**src/rtl/keypad_pkg.sv**
```systemverilog
// keypad_pkg: shared state encoding, idle column pattern and row decoder for the keypad scanner
package keypad_pkg;
  typedef enum logic [1:0] {SCAN, DEBOUNCE, HELD, RELEASE} state_t;
  typedef struct packed {
    logic       single;
    logic [1:0] idx;
  } row_dec_t;
  localparam logic [3:0] COL_IDLE = 4'b1110;
  // Exactly one low row gives its index; none or several low rows clear the single flag.
  function automatic row_dec_t row_decode(input logic [3:0] r);
    row_dec_t d;
    d.single = 1'b1;
    d.idx    = 2'd0;
    case (r)
      4'b1110: d.idx = 2'd0;
      4'b1101: d.idx = 2'd1;
      4'b1011: d.idx = 2'd2;
      4'b0111: d.idx = 2'd3;
      default: d.single = 1'b0;
    endcase
    return d;
  endfunction
endpackage

```
**src/rtl/keypad_entry_sync2.sv**
```systemverilog
// sync2: 4-bit two-flop synchroniser, resets to all-ones (keys released)
// Ports: clk, rst_n (async active-low), d (asynchronous input), q (synchronised output)
module sync2 (
  input  logic       clk,
  input  logic       rst_n,
  input  logic [3:0] d,
  output logic [3:0] q
);
  logic [3:0] meta;
  always_ff @(posedge clk or negedge rst_n)
    if (!rst_n) {q, meta} <= '1;
    else        {q, meta} <= {meta, d};
endmodule

```
**src/rtl/keypad_entry.sv**
```systemverilog
// keypad_entry: 4x4 hex keypad scanner, debouncer and 32-bit digit entry register
// Ports: clk, rst_n (async active-low), row (active-low, async), clr (sync clear of data/digits),
//        col (active-low strobes), data (newest digit in [3:0]), key_code, key_valid (pulse), digits (0..8)
module keypad_entry
  import keypad_pkg::*;
#(
  parameter int SCAN_DIV     = 150000,
  parameter int DEBOUNCE_CNT = 1000000
) (
  input  logic        clk,
  input  logic        rst_n,
  input  logic [3:0]  row,
  input  logic        clr,
  output logic [3:0]  col,
  output logic [31:0] data,
  output logic [3:0]  key_code,
  output logic        key_valid,
  output logic [3:0]  digits
);
  localparam int CW = $clog2(SCAN_DIV > DEBOUNCE_CNT ? SCAN_DIV : DEBOUNCE_CNT);
  localparam logic [CW-1:0] SCAN_LAST = CW'(SCAN_DIV - 1);
  localparam logic [CW-1:0] DB_LAST   = CW'(DEBOUNCE_CNT - 1);
  state_t        state, state_n;
  logic [CW-1:0] cnt, cnt_n;
  logic [1:0]    col_idx, col_idx_n;
  logic [3:0]    pat, pat_n, row_s, code_n, digits_n;
  logic [31:0]   data_n;
  logic          valid_n;
  row_dec_t      dec;
  sync2 u_sync (.clk(clk), .rst_n(rst_n), .d(row), .q(row_s));
  assign dec = row_decode(row_s);
  assign col = ~(~COL_IDLE << col_idx);
  always_ff @(posedge clk or negedge rst_n)
    if (!rst_n) begin
      state     <= SCAN;
      cnt       <= '0;
      col_idx   <= '0;
      pat       <= '1;
      data      <= '0;
      key_code  <= '0;
      key_valid <= 1'b0;
      digits    <= '0;
    end else begin
      state     <= state_n;
      cnt       <= cnt_n;
      col_idx   <= col_idx_n;
      pat       <= pat_n;
      data      <= data_n;
      key_code  <= code_n;
      key_valid <= valid_n;
      digits    <= digits_n;
    end
  always_comb begin
    state_n   = state;
    cnt_n     = cnt + CW'(1);
    col_idx_n = col_idx;
    pat_n     = pat;
    code_n    = key_code;
    valid_n   = 1'b0;
    data_n    = data;
    digits_n  = digits;
    case (state)
      SCAN:
        if (cnt == SCAN_LAST) begin
          cnt_n     = '0;
          pat_n     = row_s;
          state_n   = dec.single ? DEBOUNCE : SCAN;
          col_idx_n = dec.single ? col_idx : col_idx + 2'd1;
        end
      DEBOUNCE:
        if (row_s != pat) begin
          cnt_n     = '0;
          state_n   = SCAN;
          col_idx_n = col_idx + 2'd1;
        end else if (cnt == DB_LAST) begin
          cnt_n    = '0;
          state_n  = HELD;
          valid_n  = 1'b1;
          code_n   = {dec.idx, col_idx};
          data_n   = {data[27:0], dec.idx, col_idx};
          digits_n = (digits == 4'd8) ? 4'd8 : digits + 4'd1;
        end
      HELD: begin
        cnt_n   = '0;
        state_n = (row_s == 4'hF) ? RELEASE : HELD;
      end
      RELEASE:
        if (row_s != 4'hF) begin
          cnt_n   = '0;
          state_n = HELD;
        end else if (cnt == DB_LAST) begin
          cnt_n     = '0;
          state_n   = SCAN;
          col_idx_n = col_idx + 2'd1;
        end
    endcase
    // clear wins over a simultaneous acceptance; the key report itself is kept
    if (clr) begin
      data_n   = '0;
      digits_n = '0;
    end
  end
endmodule
```
**config.mk**
```make
export PLATFORM = sky130hd
export DESIGN_NAME = keypad_entry
export DESIGN_NICKNAME = d
export VERILOG_FILES = /design/src/rtl/keypad_pkg.sv /design/src/rtl/keypad_entry_sync2.sv /design/src/rtl/keypad_entry.sv
export SDC_FILE = /design/constraint.sdc
export NUM_CORES = 1
export LEC_CHECK = 0
export BUFFER_PORTS_ARGS = -buffer_cell sky130_fd_sc_hd__buf_4
export CORE_ASPECT_RATIO = 1.1
export CORE_MARGIN = 3
export CORE_UTILIZATION = 35
export DETAILED_ROUTE_END_ITERATION = 6
export PLACE_DENSITY = 0.54
export SLEW_MARGIN = 20
export SYNTH_ARGS = -nofsm -noshare
export SYNTH_HDL_FRONTEND = slang
export SYNTH_HIERARCHICAL = 1
export SYNTH_SLANG_ARGS = --single-unit
```
**constraint.sdc**
```tcl
create_clock -name clk -period 2.95 [get_ports clk]
set_input_delay 0.7375 -clock clk [delete_from_list [all_inputs] [get_ports clk]]
set_output_delay 0.7375 -clock clk [all_outputs]
set_load 0.03 [all_outputs]
```
==> metrics <==
setup violators final 0; leading area contributor after synthesis dfrtp_1; Hold Buf Count CTS 0; GR peak layer met2; DPL Wire Length slightly above 5000 um; Slew Viols, Final 0; gr ovfl total 0; Pint roughly 1.5 mW; Core Footprint about 9500 um^2; Synth Area per Inst between 9 and 10 um^2; drt initial violations around 110; worst-path fanout max 10; Reg2Reg Setup Slack between 0.6 and 0.7 ns; Peak VDD IR 0.000261 V; worst r2r dst digits[3]; Root Driver clkbuf_8; Worst Setup Start Kind flop; main combinational cell family by area after synthesis simple AND/OR/NAND/NOR gates; routed wire length approximately 7400 um; crit path kind reg -> reg; Max Freq 0.426 GHz; post_cts resized 0; Starting Density 0.367; Syn Std Cell Area about 3500 um^2; Die Area between 10000 and 15000 um^2; height of the chip 111 um; nets 424; Crit. Startpoint cnt[12]; Primary FF master, synth dfrtp_1; Sw Ratio 0.235; M1 GR Usage 0.181; reg2reg start cnt[12]; DRT Pass-1 Iters 4; FFs w/ async S/R, synth 1.00; distinct cell type count after synthesis 40; Port Buffer Count 51; Psw 455 uW; Leak 1.89 nW; Num CTS Buffers 9; warning count from the yosys run 6; Power Dens Cells 461 nW/um^2; routed len/inst 14.0 um; DRC errors left 0; sequential area share after synthesis 0.554; Post-Syn Instances ~360; Synthesized Nets between 300 and 400; EDFF count, synth 0; layout cells sized above 1 0.227; count of final hold-check violations 0; io pins 52; Slew headroom 0.653; Clk network pwr share 0.421; total track usage 0.139; R2R depth 6; clk sinks 77; RD Place Congestion roughly 0.82; Combinational Power Share 0.025; worst-margin pin slew approximately 0.52 ns; crit path DAT 2.62 ns; Tmin final roughly 2.3 ns; Synth Area in Compound Gates 0.0768; #FFs+latches synth 77; Row Count 37; via count 2664; final core utilization 0.441; met2 usage 0.228; cell chain of the critical path or4b_4 > nor4_4 > nand4_1 > buf_4 > or3_1 > a21oi_1; commonest non-fill, non-tap cell in the layout nand2_1; CTS H-Tree Depth 3; top-area cell type share of the netlist area 0.464; Synth Area in Adders 0.0278; sequential power share 0.554; met3 usage 0.0340; most frequent cells in the layout 87 x nand2_1, 65 x dfrtp_1, 56 x buf_4; crit end category flop; Max Root-Sink Buffers 2; post-synthesis simple-gate area fraction 0.225; Area Overhead vs Synth 20.0%; mux cell area share after synthesis 0.0161; global-route wire length before repair roughly 13000 um; vias in the first global route 2623; max incr delay on CP 0.59 ns; xor and xnor area share after synthesis 0.0625; Clk pin slew, worst setup/hold paths 0.09 ns; Worst-Skew Late Latency about 0.35 ns; Clock Skews 0.00998 ns; Post-CTS Setup Repair Bufs 0; TritonCTS clock tree done; total negative slack 0 ns; maxcap violations 0; fin crit share 0.796; antenna violations before repair 0; run status completed; RSZ-0062 raised after global routing false; largest net degree at the start of global routing 40; Diodes inserted 0; Crit-path slowest cell or4b_4; vias per cell 5.01; hold crit path type in -> async; Synth area leaders dfrtp_1 46%, nand2_1 9.3%, dfstp_2 9.0%; Detail Route Antenna Nets 0; Horiz. Die Dim 101 um; CP required 3.22 ns
-- layout make-up --
| cell class | count | area [um^2] |
|---|---|---|
| Inverter | 11 | 41.3 |
| Tap cell | 117 | 146 |
| Clock buffer | 9 | 124 |
| Fill cell | 957 | 5330 |
| Clock inverter | 7 | 78.8 |
| Multi-Input combinational cell | 254 | 1430 |
| Sequential cell | 77 | 1940 |
| Timing Repair Buffer | 57 | 440 |
-- power groups by stage --
stage	Combinational [mW]	Sequential, mW	Clock [mW]
6_report	0.0482	1.07	0.817
3_3_place_gp	0.0508	1.09	0
2_1_floorplan	0.0227	1.09	0
5_1_grt	0.0560	1.07	0.907
3_5_place_dp	0.0509	1.09	0
4_1_cts	0.0509	1.07	0.854
-- routing by layer --
| metal | part of all wire | vias to the layer above |
|---|---|---|
| met5 | 0 | - |
| met4 | 0.010 | 0 |
| met3 | 0.050 | 7 |
| met2 | 0.50 | 57 |
| met1 | 0.44 | 1292 |
| li1 | - | 1308 |
-- how the worst max path moves through the flow --
stage | endpoint | slack (ns) | cells after the start
floorplan | col_idx[1] | 0.74 | 5
global placement | data[3] | 0.64 | 6
detailed placement | col_idx[1] | 0.59 | 5
CTS | col_idx[1] | 0.58 | 5
global route | data[2] | 0.39 | 6
finish | digits[3] | 0.60 | 6
-- cells by family after synthesis --
group,Yosys count
AO/OA/AOI/OAI,50
flip-flops,77
buffers and inverters,31
multiplexers,5
AND/OR/NAND/NOR,166
adder cells (fa/ha/maj),8
XOR/XNOR,25
-- worst max-delay path, delay by kind of cell (launching register included) --
kind | cells | cell delay (ns)
AO/OA/AOI/OAI | 1 | 0.14
buffers and inverters | 1 | 0.22
flip-flops | 1 | 0.45
AND/OR/NAND/NOR | 4 | 1.47
-- synthesized netlist by cell type (3+ instances only) --
library cell,count
ha_1,7
nand4_1,9
dfrtp_1,65
mux2_2,4
xor2_1,11
and3_1,4
nor3_1,10
clkbuf_1,13
nand2_1,87
o21ai_0,4
nor2_1,26
xnor2_1,14
dfstp_2,12
buf_4,3
nand3_1,8
a21oi_1,38
and4_1,5
buf_2,3
inv_1,11
-- state kept, by name, summed over array words and instances (netlist names) --
name         count
digits           4
state            2
u_sync/q         4
key_code         4
data            32
cnt             20
u_sync/meta      4
col_idx          2
pat              4
key_valid        1
-- metrics by stage --
step | instance area [um^2] | worst slack, ns | instances | power (mW) | hold WS [ns]
after floorplan | 3500 | 0.739 | 362 | 1.11 | 0.345
final | 4200 | 0.601 | 532 | 1.94 | 0.358
after detailed placement | 4000 | 0.586 | 516 | 1.14 | 0.347
after CTS | 4200 | 0.584 | 532 | 1.98 | 0.361
after global placement | 4000 | 0.639 | 516 | 1.14 | 0.346
after global routing | 4200 | 0.394 | 532 | 2.04 | 0.364
No activity file was read; power rests on OpenSTA's default activity.
